File: src/rtl/time_display_driver.sv
// Snapshots min/sec/ms once per display frame, converts them to BCD with a serial
// double-dabble FSM, and scans a 4-digit active-low 7-segment display (MM.SS or SS.hh).
module time_display_driver #(
   parameter int SCAN_DIV   = 1000,
   parameter int LEAD_BLANK = 1
) (
   input  logic       clk_high_speed,
   input  logic       rst_n,
   input  logic [9:0] time_ms,
   input  logic [5:0] time_sec,
   input  logic [5:0] time_min,
   input  logic       disp_mode,
   output logic [6:0] seg,
   output logic       dp,
   output logic [3:0] an,
   output logic       conv_busy
);

   localparam int PW = (SCAN_DIV > 1) ? $clog2(SCAN_DIV) : 1;

   typedef enum logic [2:0] {IDLE, CONV_MIN, CONV_SEC, CONV_MS, COMMIT} state_t;

   state_t      state, state_nxt;
   logic [PW-1:0] presc;
   logic [1:0]  idx;
   logic        tc, frame_start, last;
   logic [3:0]  cnt;
   logic [9:0]  sh, ms_clamped;
   logic [11:0] bcd, adj, step;
   logic [5:0]  snap_sec;
   logic [9:0]  snap_ms;
   logic        snap_mode;
   logic [7:0]  pend_min, pend_sec, pend_ms;
   logic [3:0]  min_t, min_o, sec_t, sec_o, ms_h, ms_t;
   logic        mode;
   logic [3:0]  digit;

   assign tc          = (presc == PW'(SCAN_DIV - 1));
   assign frame_start = tc && (idx == 2'd3);
   assign ms_clamped  = (time_ms > 10'd999) ? 10'd999 : time_ms;

   always_ff @(posedge clk_high_speed) begin
      if (!rst_n) begin
         presc <= '0;
         idx   <= 2'd0;
      end else if (tc) begin
         presc <= '0;
         idx   <= idx + 2'd1;
      end else begin
         presc <= presc + PW'(1);
      end
   end

   // One double-dabble step: add 3 to every BCD nibble >= 5, then shift in the next binary bit.
   always_comb begin
      adj = bcd;
      for (int i = 0; i < 3; i++)
         if (adj[i*4 +: 4] >= 4'd5) adj[i*4 +: 4] = adj[i*4 +: 4] + 4'd3;
      step = {adj[10:0], sh[9]};
   end

   always_comb begin
      case (state)
         CONV_MIN, CONV_SEC: last = (cnt == 4'd5);
         CONV_MS:            last = (cnt == 4'd9);
         default:            last = 1'b0;
      endcase
   end

   always_ff @(posedge clk_high_speed) begin
      if (!rst_n) state <= IDLE;
      else        state <= state_nxt;
   end

   always_comb begin
      state_nxt = state;
      case (state)
         IDLE:     if (frame_start) state_nxt = CONV_MIN;
         CONV_MIN: if (last) state_nxt = CONV_SEC;
         CONV_SEC: if (last) state_nxt = CONV_MS;
         CONV_MS:  if (last) state_nxt = COMMIT;
         COMMIT:   state_nxt = IDLE;
         default:  state_nxt = IDLE;
      endcase
   end

   always_comb begin
      conv_busy = (state != IDLE);
   end

   // Results land in pend_* and only reach the displayed registers at COMMIT, so a frame never tears.
   always_ff @(posedge clk_high_speed) begin
      if (!rst_n) begin
         cnt <= 4'd0;  sh <= '0;  bcd <= '0;
         snap_sec <= '0;  snap_ms <= '0;  snap_mode <= 1'b0;
         pend_min <= '0;  pend_sec <= '0;  pend_ms <= '0;
         min_t <= '0;  min_o <= '0;  sec_t <= '0;  sec_o <= '0;  ms_h <= '0;  ms_t <= '0;
         mode <= 1'b0;
      end else begin
         case (state)
            IDLE: if (frame_start) begin
               snap_sec  <= time_sec;
               snap_ms   <= ms_clamped;
               snap_mode <= disp_mode;
               sh        <= {time_min, 4'b0000};
               bcd       <= '0;
               cnt       <= 4'd0;
            end
            CONV_MIN, CONV_SEC, CONV_MS: begin
               if (last) begin
                  cnt <= 4'd0;
                  bcd <= '0;
                  case (state)
                     CONV_MIN: begin pend_min <= step[7:0]; sh <= {snap_sec, 4'b0000}; end
                     CONV_SEC: begin pend_sec <= step[7:0]; sh <= snap_ms; end
                     default:  pend_ms <= step[11:4];
                  endcase
               end else begin
                  cnt <= cnt + 4'd1;
                  bcd <= step;
                  sh  <= {sh[8:0], 1'b0};
               end
            end
            COMMIT: begin
               {min_t, min_o} <= pend_min;
               {sec_t, sec_o} <= pend_sec;
               {ms_h, ms_t}   <= pend_ms;
               mode           <= snap_mode;
            end
            default: ;
         endcase
      end
   end

   always_comb begin
      case (idx)
         2'd3:    digit = mode ? sec_t : min_t;
         2'd2:    digit = mode ? sec_o : min_o;
         2'd1:    digit = mode ? ms_h  : sec_t;
         default: digit = mode ? ms_t  : sec_o;
      endcase
      case (digit)
         4'd0:    seg = 7'b1000000;
         4'd1:    seg = 7'b1111001;
         4'd2:    seg = 7'b0100100;
         4'd3:    seg = 7'b0110000;
         4'd4:    seg = 7'b0011001;
         4'd5:    seg = 7'b0010010;
         4'd6:    seg = 7'b0000010;
         4'd7:    seg = 7'b1111000;
         4'd8:    seg = 7'b0000000;
         4'd9:    seg = 7'b0010000;
         default: seg = 7'b1111111;
      endcase
      if (LEAD_BLANK != 0 && idx == 2'd3 && digit == 4'd0) seg = 7'b1111111;
      an = ~(4'b0001 << idx);
      dp = (idx != 2'd2);
   end

endmodule

File: config.mk
export PLATFORM = sky130hd
export DESIGN_NAME = time_display_driver
export DESIGN_NICKNAME = d
export VERILOG_FILES = /design/src/rtl/time_display_driver.sv
export SDC_FILE = /design/constraint.sdc
export NUM_CORES = 1
export LEC_CHECK = 0
export BUFFER_PORTS_ARGS = -buffer_cell sky130_fd_sc_hd__buf_2
export CORE_UTILIZATION = 54
export DETAILED_ROUTE_END_ITERATION = 8
export PLACE_DENSITY = 0.72
export SLEW_MARGIN = 20
export SYNTH_ARGS = -nofsm -noshare
export SYNTH_HDL_FRONTEND = slang
export SYNTH_SLANG_ARGS = --single-unit
export TNS_END_PERCENT = 20
File: constraint.sdc
create_clock -name clk_high_speed -period 2.76 [get_ports clk_high_speed]
set_input_delay 0.552 -clock clk_high_speed [delete_from_list [all_inputs] [get_ports clk_high_speed]]
set_output_delay 0.552 -clock clk_high_speed [all_outputs]
set_load 0.005 [all_outputs]
# [After elaboration in Yosys (flattened, before gate mapping)]
# Memory sizes are Yosys's and may differ from the RTL's.
# Cells that the tools add are included.
[word_totals] rom_bits=112 wordCells=92 out_inout_bits=13 ramBits=0 latchBits=0 memories=1 regBits=107 in_bits=25
[op_classes] n_addsub=6 n_reduce_logical=16 shifts=1 div_mod_pow=0 n_eq_ne=16 mul=0 n_bitwise=3 magnitude_cmp=4 n_mux=26
[memory_table] name="(no name shown)" words=16 word_bits=7 rd=1 rd_ports_with_merged_regs=0 wr=0 line_no="142" source="case (digit)"
[ops] op="10-bit case mux with 2 select lines" n=2
[ops] op="4-bit two-way mux" n=8
[ops] op="10-bit two-way mux" n=3
[ops] op="12-bit two-way mux" n=2
[ops] op="12-bit case mux with 2 select lines" n=1
[ops] op="3-bit two-way mux" n=5
[ops] op="4-bit by 3-bit greater-or-equal comparator with 1-bit output (second input constant)" n=3
[ops] op="3-bit case mux with 4 select lines" n=1
[ops] op="4-bit case mux with 3 select lines" n=1
[ops] op="3-bit AND reduction" n=4
[ops] op="10-bit by 1-bit adder with 10-bit output (second input constant)" n=1
[ops] op="10-bit equality test (second input constant)" n=1
[ops] op="10-bit > comparator (second input constant)" n=1
[ops] op="2-bit inequality test (second input constant)" n=5
[ops] op="4-bit by 2-bit adder with 4-bit output (second input constant)" n=2
[ops] op="4-bit case mux with 2 select lines" n=1
[ops] op="7-bit two-way mux" n=1
[ops] op="3-bit by 2-bit equality test with 1-bit output (second input constant)" n=2
[ops] op="4-bit by 1-bit adder with 4-bit output (second input constant)" n=1
[ops] op="2-bit equality test (second input constant)" n=2
[ops] op="4-bit by 3-bit equality test with 1-bit output (second input constant)" n=1
[ops] op="4-bit equality test (second input constant)" n=1
[ops] op="4-bit zero test" n=1
[ops] op="4-bit inequality test (second input constant)" n=1
[ops] op="other kinds (17)" n=21

# [Longest topological paths before layout]
# Gate-level depths: netlist of run 1.
[logic_depth] depth_word=5 mapped_depth=12 depth_no_buf=11

# [Worst setup path after synthesis of run 1]
# Ideal clock, no wire load.
[synth_path] path_kind="register to output" from="register idx[1]" to="output seg[2]" n_path_buf=1 setup_slack_ps=79 arrival_ps=2129 path_stages_with_launch=11 t_required_ps=2208 cell_sequence="dfxtp_1 ha_1 clkbuf_1 a22oi_1 a21o_1 a22oi_1 inv_1 ha_1 and2_1 o21ai_0 a21oi_1"
[synth_via] elab_chain_len=5 word_cells_on_any_way=8 classes_between="eq/ne: 3; mux: 2; reduce/logical: 2; memory: 1"
[synth_rtl] item="start, declared" line_no="25" source="logic [1:0] idx;"
[synth_rtl] item="start signal, assigned" line_no="48" source="idx <= idx + 2'd1;"
[synth_rtl] item="parallel branches: the longest is 4 deep, another holds memory read 16 x 7 bit"
[synth_rtl] item="7-bit two-way mux (*)" line_no="155" source="if (LEAD_BLANK != 0 && idx == 2'd3 && digit == 4'd0) seg = 7'b1111111;"
[synth_rtl] item="end, declared" line_no="13" source="output logic [6:0] seg,"
# Mark *: on every way between the ends.

# [Worst setup path after layout of run 1]
[layout_path] from="register idx[0]" to="output seg[3]"
# The elaborated chain is that of the path after synthesis.

==> results of run 1 <==
[cell families (layout without fill, tap and decap cells)]
logic type / after synthesis / in the layout / share of synthesized area
mux: 44 / 44 / 0.0838
flops: 107 / 107 / 0.405
compound gates: 145 / 145 / 0.190
fa+ha+maj: 19 / 19 / 0.0450
buf+inv: 58 / 100 / 0.0471
simple gates: 215 / 215 / 0.209
xor+xnor: 12 / 12 / 0.0199
[worst max-delay path: stages (launching register included)]
cell,delay [ns]
dfxtp_4,0.38
inv_4,0.06
ha_4,0.21
a22oi_2,0.10
a21o_1,0.17
a22oi_2,0.19
inv_2,0.09
buf_6,0.13
ha_4,0.16
nand2b_4,0.13
mux2i_1,0.16
a21oi_1,0.09
buf_2,0.13
[state kept, by name, summed over array words and instances, names as in the netlist]
signal	flops
bcd	12
cnt	4
idx	2
min_o	4
min_t	4
mode	1
ms_h	4
ms_t	4
pend_min	8
pend_ms	8
pend_sec	8
presc	10
sec_o	4
sec_t	4
sh	10
snap_mode	1
snap_ms	10
snap_sec	6
state	3
[layer usage]
metal	vias to the layer above	share of wire	GRT usage
met3	12	0.035	0.0492
met4	0	0.012	0.0747
met5	-	0	0
met1	2032	0.47	0.325
li1	2159	-	-
met2	62	0.48	0.397
[layout by cell type, fill, tap and decap left out, types with 3 or more instances in the layout]
cell type,count
a21boi_0,34
a21oi_1,14
a21oi_2,4
a221oi_2,3
a22oi_1,11
a22oi_2,3
a31oi_1,6
and2_1,10
and3_1,3
buf_2,37
buf_4,25
buf_6,4
clkbuf_8,9
dfxtp_1,105
ha_1,12
ha_4,6
inv_1,14
mux2i_1,42
nand2_1,88
nand2b_1,12
nand3_1,14
nor2_1,21
nor2b_1,37
nor3b_1,5
o211a_1,9
o211ai_1,6
o21a_1,4
o21ai_0,31
o311a_1,4
or3_1,3
xnor2_1,5
xor2_1,7
[power by group]
group	total, mW	switching [mW]	internal (mW)
sequential	1.55	0.00371	1.54
clock	0.899	0.556	0.344
combinational	0.0648	0.0312	0.0336
total	2.51	0.590	1.92
[timing repair]
action                                  in CTS  in global routing
setup buffers                               10                  0
pin swaps                                   15                  7
endpoints found under the setup margin       7                  7
endpoints found under the hold margin        0                  0
hold buffers                                 0                  0
gates resized for setup                     40                  8
[how the worst min path moves through the flow]
| stage | from | to | depth (start not counted) |
|---|---|---|---|
| CTS | time_ms[2] | snap_ms[2]$_SDFFE_PN0P_ | 2 |
| detailed placement | snap_ms[4]$_SDFFE_PN0P_ | snap_ms[4]$_SDFFE_PN0P_ | 2 |
| global placement | snap_ms[4]$_SDFFE_PN0P_ | snap_ms[4]$_SDFFE_PN0P_ | 2 |
| floorplan | presc[0]$_SDFF_PP0_ | presc[0]$_SDFF_PP0_ | 1 |
| finish | time_sec[1] | snap_sec[1]$_SDFFE_PN0P_ | 3 |
| global route | time_ms[1] | snap_ms[1]$_SDFFE_PN0P_ | 2 |
[metrics by stage]
step | worst slack (ns) | power [mW]
floorplan | 0.0789 | 1.62
global placement | 0.0442 | 1.65
detailed placement | -0.0412 | 1.65
CTS | -0.114 | 2.54
global route | -0.263 | 2.62
finish | -0.161 | 2.51
[final cells by class]
cell class	instances	area, um^2
clock inverters	6	61.3
multi-input cells	435	3080
inverters	18	72.6
repair buffers	67	438
clock buffers	9	124
flip-flops and latches	107	2150
well taps	129	161
fillers	819	3280
==> results.json, run 1 <==
{
  "fin_cells": 771,
  "power.density_mw_per_mm2": 413,
  "ant_nets": 0,
  "fin_area_mm2": 0.00609,
  "grtUsageTotal": 0.243,
  "hpwl_um": 7860,
  "worstPathArrival_ns": 2.37,
  "syn_nets": 644,
  "ys_seq_area_frac": 0.405,
  "netlist_top_cells_count": "dfxtp_1 (107), nand2_1 (89), mux2i_1 (42)",
  "cp_max_fo": 8,
  "crit_end": "seg[3]",
  "start_util": 0.564,
  "cp-start-kind": "register",
  "dpl-instance-area_mm2": 0.00562,
  "drt-initial-drc-count": 174,
  "die_x_um": 101,
  "violations": "setup timing",
  "synthArstFlopShare": 0,
  "min_period_over_period": 1.06,
  "cp.required_ns": 2.21,
  "crit_path_end_kind": "primary output",
  "avgSynthCellArea_um2": 8.80,
  "synth-seq-cells": 107,
  "grt_pass1_vias": 4004,
  "die_y_um": 101,
  "avgViaCountPerCell": 5.53,
  "synth_cell_type_count": 55,
  "post_drt_wl_per_cell_um": 15.0,
  "rsz0062_at_grt": "yes",
  "gp_congestion": 0.853,
  "clk_root_buffer_cell": "clkbuf_8",
  "fin_skew_ns": 0.0194,
  "netlist_area_mm2": 0.00528,
  "grt_pass1_wl_um": 19400,
  "max_freq_ghz": 0.342,
  "yosysTopAreaCellShare": 0.405,
  "tightest_slew_ns": 0.894,
  "synth.most_common_cell": "dfxtp_1",
  "core_mm2": 0.00937,
  "io_pins": 38,
  "setup_viol": 7,
  "area_growth_pct": 15.3,
  "fin_setup_tns_ns": -0.831,
  "synthCells": 600,
  "holdWs_ns": 0.423,
  "cts_tree": "built",
  "reg2regPathDepth": 6,
  "drv_slew": 0,
  "final.setup.worst_slack_ns": -0.161,
  "grt_max_degree": 46,
  "r2r-start": "presc[0]$_SDFF_PP0_",
  "status": "complete, but fails checks",
  "diodes": 0,
  "overflow": 0,
  "nets": 682,
  "vias": 4265,
  "htreeDepth": 3,
  "vdd_drop_max_uv": 368,
  "synth_top_area_cell": "dfxtp_1",
  "hold_class": "in2reg",
  "drc": 0,
  "yosys_warnings": 0,
  "clock_latency_ns": 0.37,
  "cts_buffers": 9,
  "leakagePower_nw": 2.35,
  "die_area_mm2": 0.0102,
  "numPlacedInstances": 746,
  "firstDrtPassIters": 5,
  "hold_viol_final": 0,
  "critical_path_class": "reg2out",
  "synth.area.top_cells": "dfxtp_1 (41%), mux2i_1 (8.0%), nand2_1 (6.3%), a21boi_0 (4.8%), ha_1 (4.5%)",
  "cts.clk_slew.worst_paths_ns": 0.11,
  "period_minus_slack_ns": 2.92,
  "antenna_found_initial": 0,
  "num_rows": 35,
  "crit_start": "idx[0]$_SDFFE_PN0N_",
  "r2r-end": "snap_ms[3]$_SDFFE_PN0P_",
  "drive_gt1_frac": 0.190,
  "relSlewSlack": 0.404,
  "reg2reg_slack_ns": 0.38,
  "routed_wl_um": 11500,
  "clock-sinks": 107,
  "io_buffers": 37,
  "synth-main-ff-cell": "dfxtp_1",
  "maxCapViolations": 0,
  "synth-edff-count": 0,
  "cts_max_path_buffers": 2,
  "utilization": 0.650
}
No activity file was read; power rests on OpenSTA's default activity.
==> run 2: changes to the inputs <==
--- a/config.mk
+++ b/config.mk
@@ -6,9 +6,10 @@
 export NUM_CORES = 1
 export LEC_CHECK = 0
 export BUFFER_PORTS_ARGS = -buffer_cell sky130_fd_sc_hd__buf_2
-export CORE_UTILIZATION = 54
+export CORE_UTILIZATION = 56
+export CTS_BUF_LIST = sky130_fd_sc_hd__clkbuf_2 sky130_fd_sc_hd__clkbuf_4 sky130_fd_sc_hd__clkbuf_8
 export DETAILED_ROUTE_END_ITERATION = 8
-export PLACE_DENSITY = 0.72
+export PLACE_DENSITY = 0.75
 export SLEW_MARGIN = 20
 export SYNTH_ARGS = -nofsm -noshare
 export SYNTH_HDL_FRONTEND = slang
==> constraint.sdc (replaced) <==
create_clock -name clk_high_speed -period 2.76 [get_ports clk_high_speed]
set_input_delay 0 -clock clk_high_speed [delete_from_list [all_inputs] [get_ports clk_high_speed]]
set_output_delay 0 -clock clk_high_speed [all_outputs]
set_load 0.005 [all_outputs]
==> run 2 against run 1 <==
  * The run now ends clean
  * Setup slack gained 0.34 ns
  * Non-clock buffer count grew 7
  * Combinational power grew 38%
  * Routed wire length shrank 3.2%
  * Maximum frequency grew 13%
  * Final area shrank 1.9%
  * Hold slack lost 0.40 ns
  * Largest power group unchanged
==> results.json, run 2 (synthesized netlist as in run 1, its figures left out) <==
{
  "leakagePower_nw": 2.34,
  "crit_path_end_kind": "primary output",
  "antenna_found_initial": 0,
  "internal_power_mw": 1.95,
  "power.share.clock": 0.352,
  "rsz0062_at_grt": "yes",
  "final_common_cell": "dfxtp_1",
  "overflow": 0,
  "drt-initial-drc-count": 251,
  "drive_gt1_frac": 0.128,
  "start_util": 0.574,
  "area_growth_pct": 13.1,
  "routed_wl_um": 11200,
  "largest-register": "bcd",
  "io_pins": 38,
  "p_switching_mw": 0.585,
  "grtUsageTotal": 0.240,
  "hold_class": "in2reg",
  "fin_cells": 761,
  "numPlacedInstances": 722,
  "gp_congestion": 0.800,
  "cts_buffers": 9,
  "cp-start-kind": "register",
  "tightest_slew_ns": 1.08,
  "grt_pass1_wl_um": 19000,
  "hold_end": "cnt[3]$_SDFFE_PN0P_",
  "power.density_mw_per_mm2": 424,
  "grt_max_degree": 47,
  "finalPower_mw": 2.53,
  "setup_viol": 0,
  "post_drt_wl_per_cell_um": 14.7,
  "drc": 0,
  "cts.clk_slew.worst_paths_ns": 0.10,
  "htreeDepth": 3,
  "firstDrtPassIters": 4,
  "largest_reg_flops": 12,
  "diodes": 0,
  "reg2regPathDepth": 6,
  "r2r-start": "presc[0]$_SDFF_PP0_",
  "final_cell_mix": "dfxtp_1 (105), nand2_1 (89), mux2i_1 (42)",
  "period_minus_slack_ns": 2.59,
  "cp.required_ns": 2.76,
  "swShare": 0.231,
  "clock-sinks": 107,
  "maxCapViolations": 0,
  "nets": 689,
  "hpwl_um": 7730,
  "clock_latency_ns": 0.37,
  "die_y_um": 99.1,
  "cts_tree": "built",
  "post-place-ws_ns": 0.359,
  "fin_skew_ns": 0.0104,
  "grt_pass1_vias": 4005,
  "die_area_mm2": 0.00983,
  "crit_start": "idx[0]$_SDFFE_PN0N_",
  "vias": 4254,
  "avgViaCountPerCell": 5.59,
  "reg2reg_slack_ns": 0.37,
  "min_period_over_period": 0.937,
  "ant_nets": 0,
  "num_rows": 35,
  "die_x_um": 99.1,
  "relSlewSlack": 0.279,
  "critical_path_class": "reg2out",
  "core_mm2": 0.00920,
  "hp-start": "rst_n",
  "hold_viol_final": 0,
  "cp_max_fo": 9,
  "combPwrFrac": 0.035,
  "r2r-end": "snap_ms[4]$_SDFFE_PN0P_",
  "vdd_drop_max_uv": 280,
  "hold_depth": 2,
  "cts_max_path_buffers": 2,
  "final.setup.worst_slack_ns": 0.174,
  "io_buffers": 37,
  "drv_slew": 0,
  "clk_root_buffer_cell": "clkbuf_8",
  "status": "complete, no violations",
  "pwr-share-seq": 0.612,
  "max_freq_ghz": 0.387,
  "worstPathArrival_ns": 2.59
}
## run 2: cell types whose count changed in the layout (fill, tap and decap cells not counted), sizes merged
cell and delta:
buf -16, clkbuf +1, dlygate4sd3 +23
## run 2: power groups by stage
stage,Sequential (mW),Clock (mW),Combinational (mW)
finish,1.55,0.891,0.0897
global route,1.55,0.977,0.0984
CTS,1.55,0.912,0.0881
detailed placement,1.59,0,0.0634
global placement,1.59,0,0.0619
floorplan,1.59,0,0.0372
## run 2: how the worst max path moves through the flow
stage | cells past startpoint | end | slack [ns]
final | 8 | seg[6] | 0.17
after detailed placement | 11 | seg[2] | 0.36
after CTS | 11 | seg[2] | 0.02
after floorplan | 10 | seg[2] | 0.63
after global placement | 11 | seg[2] | 0.47
after global routing | 8 | seg[6] | -0.04
## run 2: metrics by stage
step	hold WS (ns)	setup TNS [ns]	util	cell area (um^2)
after global routing	0.0271	-0.0800	0.650	5970
after floorplan	0.155	0	-	5280
final	0.0245	0	0.650	5970
after CTS	0.00961	0	0.647	5950
after global placement	0.254	0	0.602	5540
after detailed placement	0.264	0	0.602	5540
## run 2: final cells by class
type	count	area (um^2)
clock buffers	10	131
clock inverters	6	47.5
fillers	776	3220
inverters	18	67.6
multi-input cells	435	2920
flip-flops and latches	107	2140
well taps	111	139
repair buffers	74	520
## run 2: what timing repair did
item / CTS / global route
hold endpoints to repair: 23 / 0
hold buffers: 23 / 0
resized for setup: 2 / 7
endpoints found under the setup margin: 6 / 7
buffers inserted: 0 / 0
## run 2: critical path, cell delays in order (launching register included)
cell	delay, ns
dfxtp_2	0.36
inv_1	0.12
ha_4	0.22
a221oi_1	0.29
a21oi_1	0.10
o31ai_2	0.56
nor3b_1	0.16
a311oi_1	0.26
buf_2	0.15
## run 2: routing by layer
| metal | track usage | vias up | share of wire |
|---|---|---|---|
| li1 | - | 2169 | - |
| met1 | 0.329 | 2002 | 0.49 |
| met2 | 0.394 | 74 | 0.46 |
| met3 | 0.0316 | 9 | 0.037 |
| met4 | 0.0814 | 0 | 0.011 |
| met5 | 0 | - | 0 |
==> run 3: changes to the inputs <==
--- a/config.mk
+++ b/config.mk
@@ -6,10 +6,10 @@
 export NUM_CORES = 1
 export LEC_CHECK = 0
 export BUFFER_PORTS_ARGS = -buffer_cell sky130_fd_sc_hd__buf_2
-export CORE_UTILIZATION = 56
+export CORE_UTILIZATION = 45
 export CTS_BUF_LIST = sky130_fd_sc_hd__clkbuf_2 sky130_fd_sc_hd__clkbuf_4 sky130_fd_sc_hd__clkbuf_8
 export DETAILED_ROUTE_END_ITERATION = 8
-export PLACE_DENSITY = 0.75
+export PLACE_DENSITY = 0.62
 export SLEW_MARGIN = 20
 export SYNTH_ARGS = -nofsm -noshare
 export SYNTH_HDL_FRONTEND = slang
==> run 3 against run 2 <==
  * Combinational power shrank 0.7%
  * Clock power grew 16%
  * Non-clock buffer count grew 3
  * Hold slack gained 0.10 ns
  * Cell count grew 4.6%
  * Register-to-register slack gained 0.07 ns
  * Routed wire length grew 5.8%
  * Flip-flop and latch count is the same
  * Die area grew 24%
  * Via count grew 0.47%
  * Final area grew 2.3%
  * Largest power group unchanged
  * Clock skew grew 0.00050 ns
==> results.json, run 3 (synthesized netlist as in run 1, its figures left out) <==
{
  "post_drt_wl_per_cell_um": 14.8,
  "cts_max_path_buffers": 2,
  "final_cell_mix": "dfxtp_1 (104), nand2_1 (89), mux2i_1 (42)",
  "finalPower_mw": 2.67,
  "grt_pass1_vias": 3964,
  "start_util": 0.463,
  "largest-register": "bcd",
  "numPlacedInstances": 756,
  "leakagePower_nw": 2.38,
  "clk_root_buffer_cell": "clkbuf_8",
  "antenna_found_initial": 0,
  "worstPathArrival_ns": 2.58,
  "grt_max_degree": 36,
  "cp_cell_sequence": "inv_1, ha_2, a221oi_2, a21oi_1, a2bb2oi_2, inv_2, ha_2, and2_1, nor2_1, a311oi_1, buf_2",
  "cpMostUsedCell": "ha_2",
  "cts_tree": "built",
  "cp.required_ns": 2.76,
  "critPathSlowestCell": "dfxtp_2",
  "period_minus_slack_ns": 2.58,
  "core_mm2": 0.0114,
  "vias": 4274,
  "avgViaCountPerCell": 5.37,
  "grtUsageTotal": 0.206,
  "largest_reg_flops": 12,
  "ant_nets": 0,
  "max_freq_ghz": 0.388,
  "clock-sinks": 107,
  "cp_slowest_stage_delay_ns": 0.39,
  "critical_path_class": "reg2out",
  "final.setup.worst_slack_ns": 0.183,
  "post-place-ws_ns": 0.311,
  "overflow": 0,
  "power.density_mw_per_mm2": 437,
  "tightest_slew_ns": 0.854,
  "gp_congestion": 0.857,
  "final_common_cell": "dfxtp_1",
  "fillers": 1082,
  "hpwl_um": 8280,
  "hold_viol_final": 0,
  "relSlewSlack": 0.431,
  "fin_cells": 796,
  "fin_skew_ns": 0.0109,
  "diodes": 0,
  "status": "complete, no violations",
  "routed_wl_um": 11800,
  "drt-initial-drc-count": 207,
  "min_period_over_period": 0.934,
  "crit_path_end_kind": "primary output",
  "clock_latency_ns": 0.38,
  "drc": 0,
  "vdd_drop_max_uv": 258,
  "io_buffers": 37,
  "fin_setup_tns_ns": 0,
  "io_pins": 38,
  "num_rows": 39,
  "setup_viol": 0,
  "hold_class": "in2reg",
  "drive_gt1_frac": 0.139,
  "cts.clk_slew.worst_paths_ns": 0.10,
  "htreeDepth": 3,
  "cp-start-kind": "register",
  "nets": 692,
  "grt_pass1_wl_um": 19200,
  "die_y_um": 110,
  "cp_max_fo": 6,
  "maxCapViolations": 0,
  "die_area_mm2": 0.0122,
  "area_growth_pct": 15.7,
  "firstDrtPassIters": 4,
  "die_x_um": 110,
  "cts_buffers": 9,
  "drv_slew": 0
}
-- run 3: cell count changes in the layout (fill, tap and decap cells not counted), moves of 2 or more --
cell and delta:
buf_4 +2, clkbuf_8 +3, clkinv_4 -2, inv_6 -2
-- run 3: critical path: cells and delay by family (launching register included) --
family	cells	cell delay, ns
and+or+nand+nor	2	0.24
buffers and inverters	3	0.33
DFF	1	0.39
AOI/OAI and AO/OA	4	0.79
adders and majority gates	2	0.43
-- run 3: cell type report --
type | count | area [um^2] | share of cell area
Multi-Input combinational cell | 435 | 2950 | 0.482
Clock buffer | 13 | 173 | 0.0282
Inverter | 18 | 67.6 | 0.0111
Sequential cell | 107 | 2150 | 0.351
Timing Repair Buffer | 77 | 556 | 0.0909
Clock inverter | 3 | 45.0 | 0.00737
Tap cell | 143 | 179 | 0.0293
-- run 3: report_power, final --
group	total (mW)	switching, mW	internal, mW
clock	1.03	0.528	0.504
combinational	0.0891	0.0362	0.0529
sequential	1.55	0.00346	1.55
-- run 3: worst paths after layout --
path,start,slack (ns),endpoint,depth (start not counted)
setup / recovery,idx[1]$_SDFFE_PN0N_,0.18,seg[6],11
hold / removal,rst_n,0.13,snap_ms[0]$_SDFFE_PN0P_,2
setup reg to reg,presc[0]$_SDFF_PP0_,0.44,snap_ms[4]$_SDFFE_PN0P_,6
hold reg to reg,snap_ms[3]$_SDFFE_PN0P_,0.46,snap_ms[3]$_SDFFE_PN0P_,2
-- run 3: what timing repair did --
action                                  CTS  global route
setup buffers                             0             1
endpoints found under the setup margin    7             7
endpoints found under the hold margin    23             0
gates resized for setup                   4            11
pin swaps                                 0             0
hold buffers                             23             0
-- run 3: routing by layer --
metal | wire (um) | GRT usage | share of wire | vias up
met1 | 5720 | 0.275 | 0.48 | 2019
met3 | 252 | 0.0317 | 0.021 | 18
met2 | 5610 | 0.331 | 0.47 | 65
met4 | 231 | 0.0865 | 0.020 | 0
met5 | 0 | 0 | 0 | -
li1 | - | - | - | 2172
-- run 3: through the flow --
stage | area [um^2] | hold slack [ns] | utilization
2_1_floorplan | 5280 | 0.155 | -
5_1_grt | 6110 | 0.132 | 0.535
4_1_cts | 6070 | 0.116 | 0.532
6_report | 6110 | 0.129 | 0.535
3_3_place_gp | 5600 | 0.254 | 0.491
3_5_place_dp | 5600 | 0.260 | 0.491
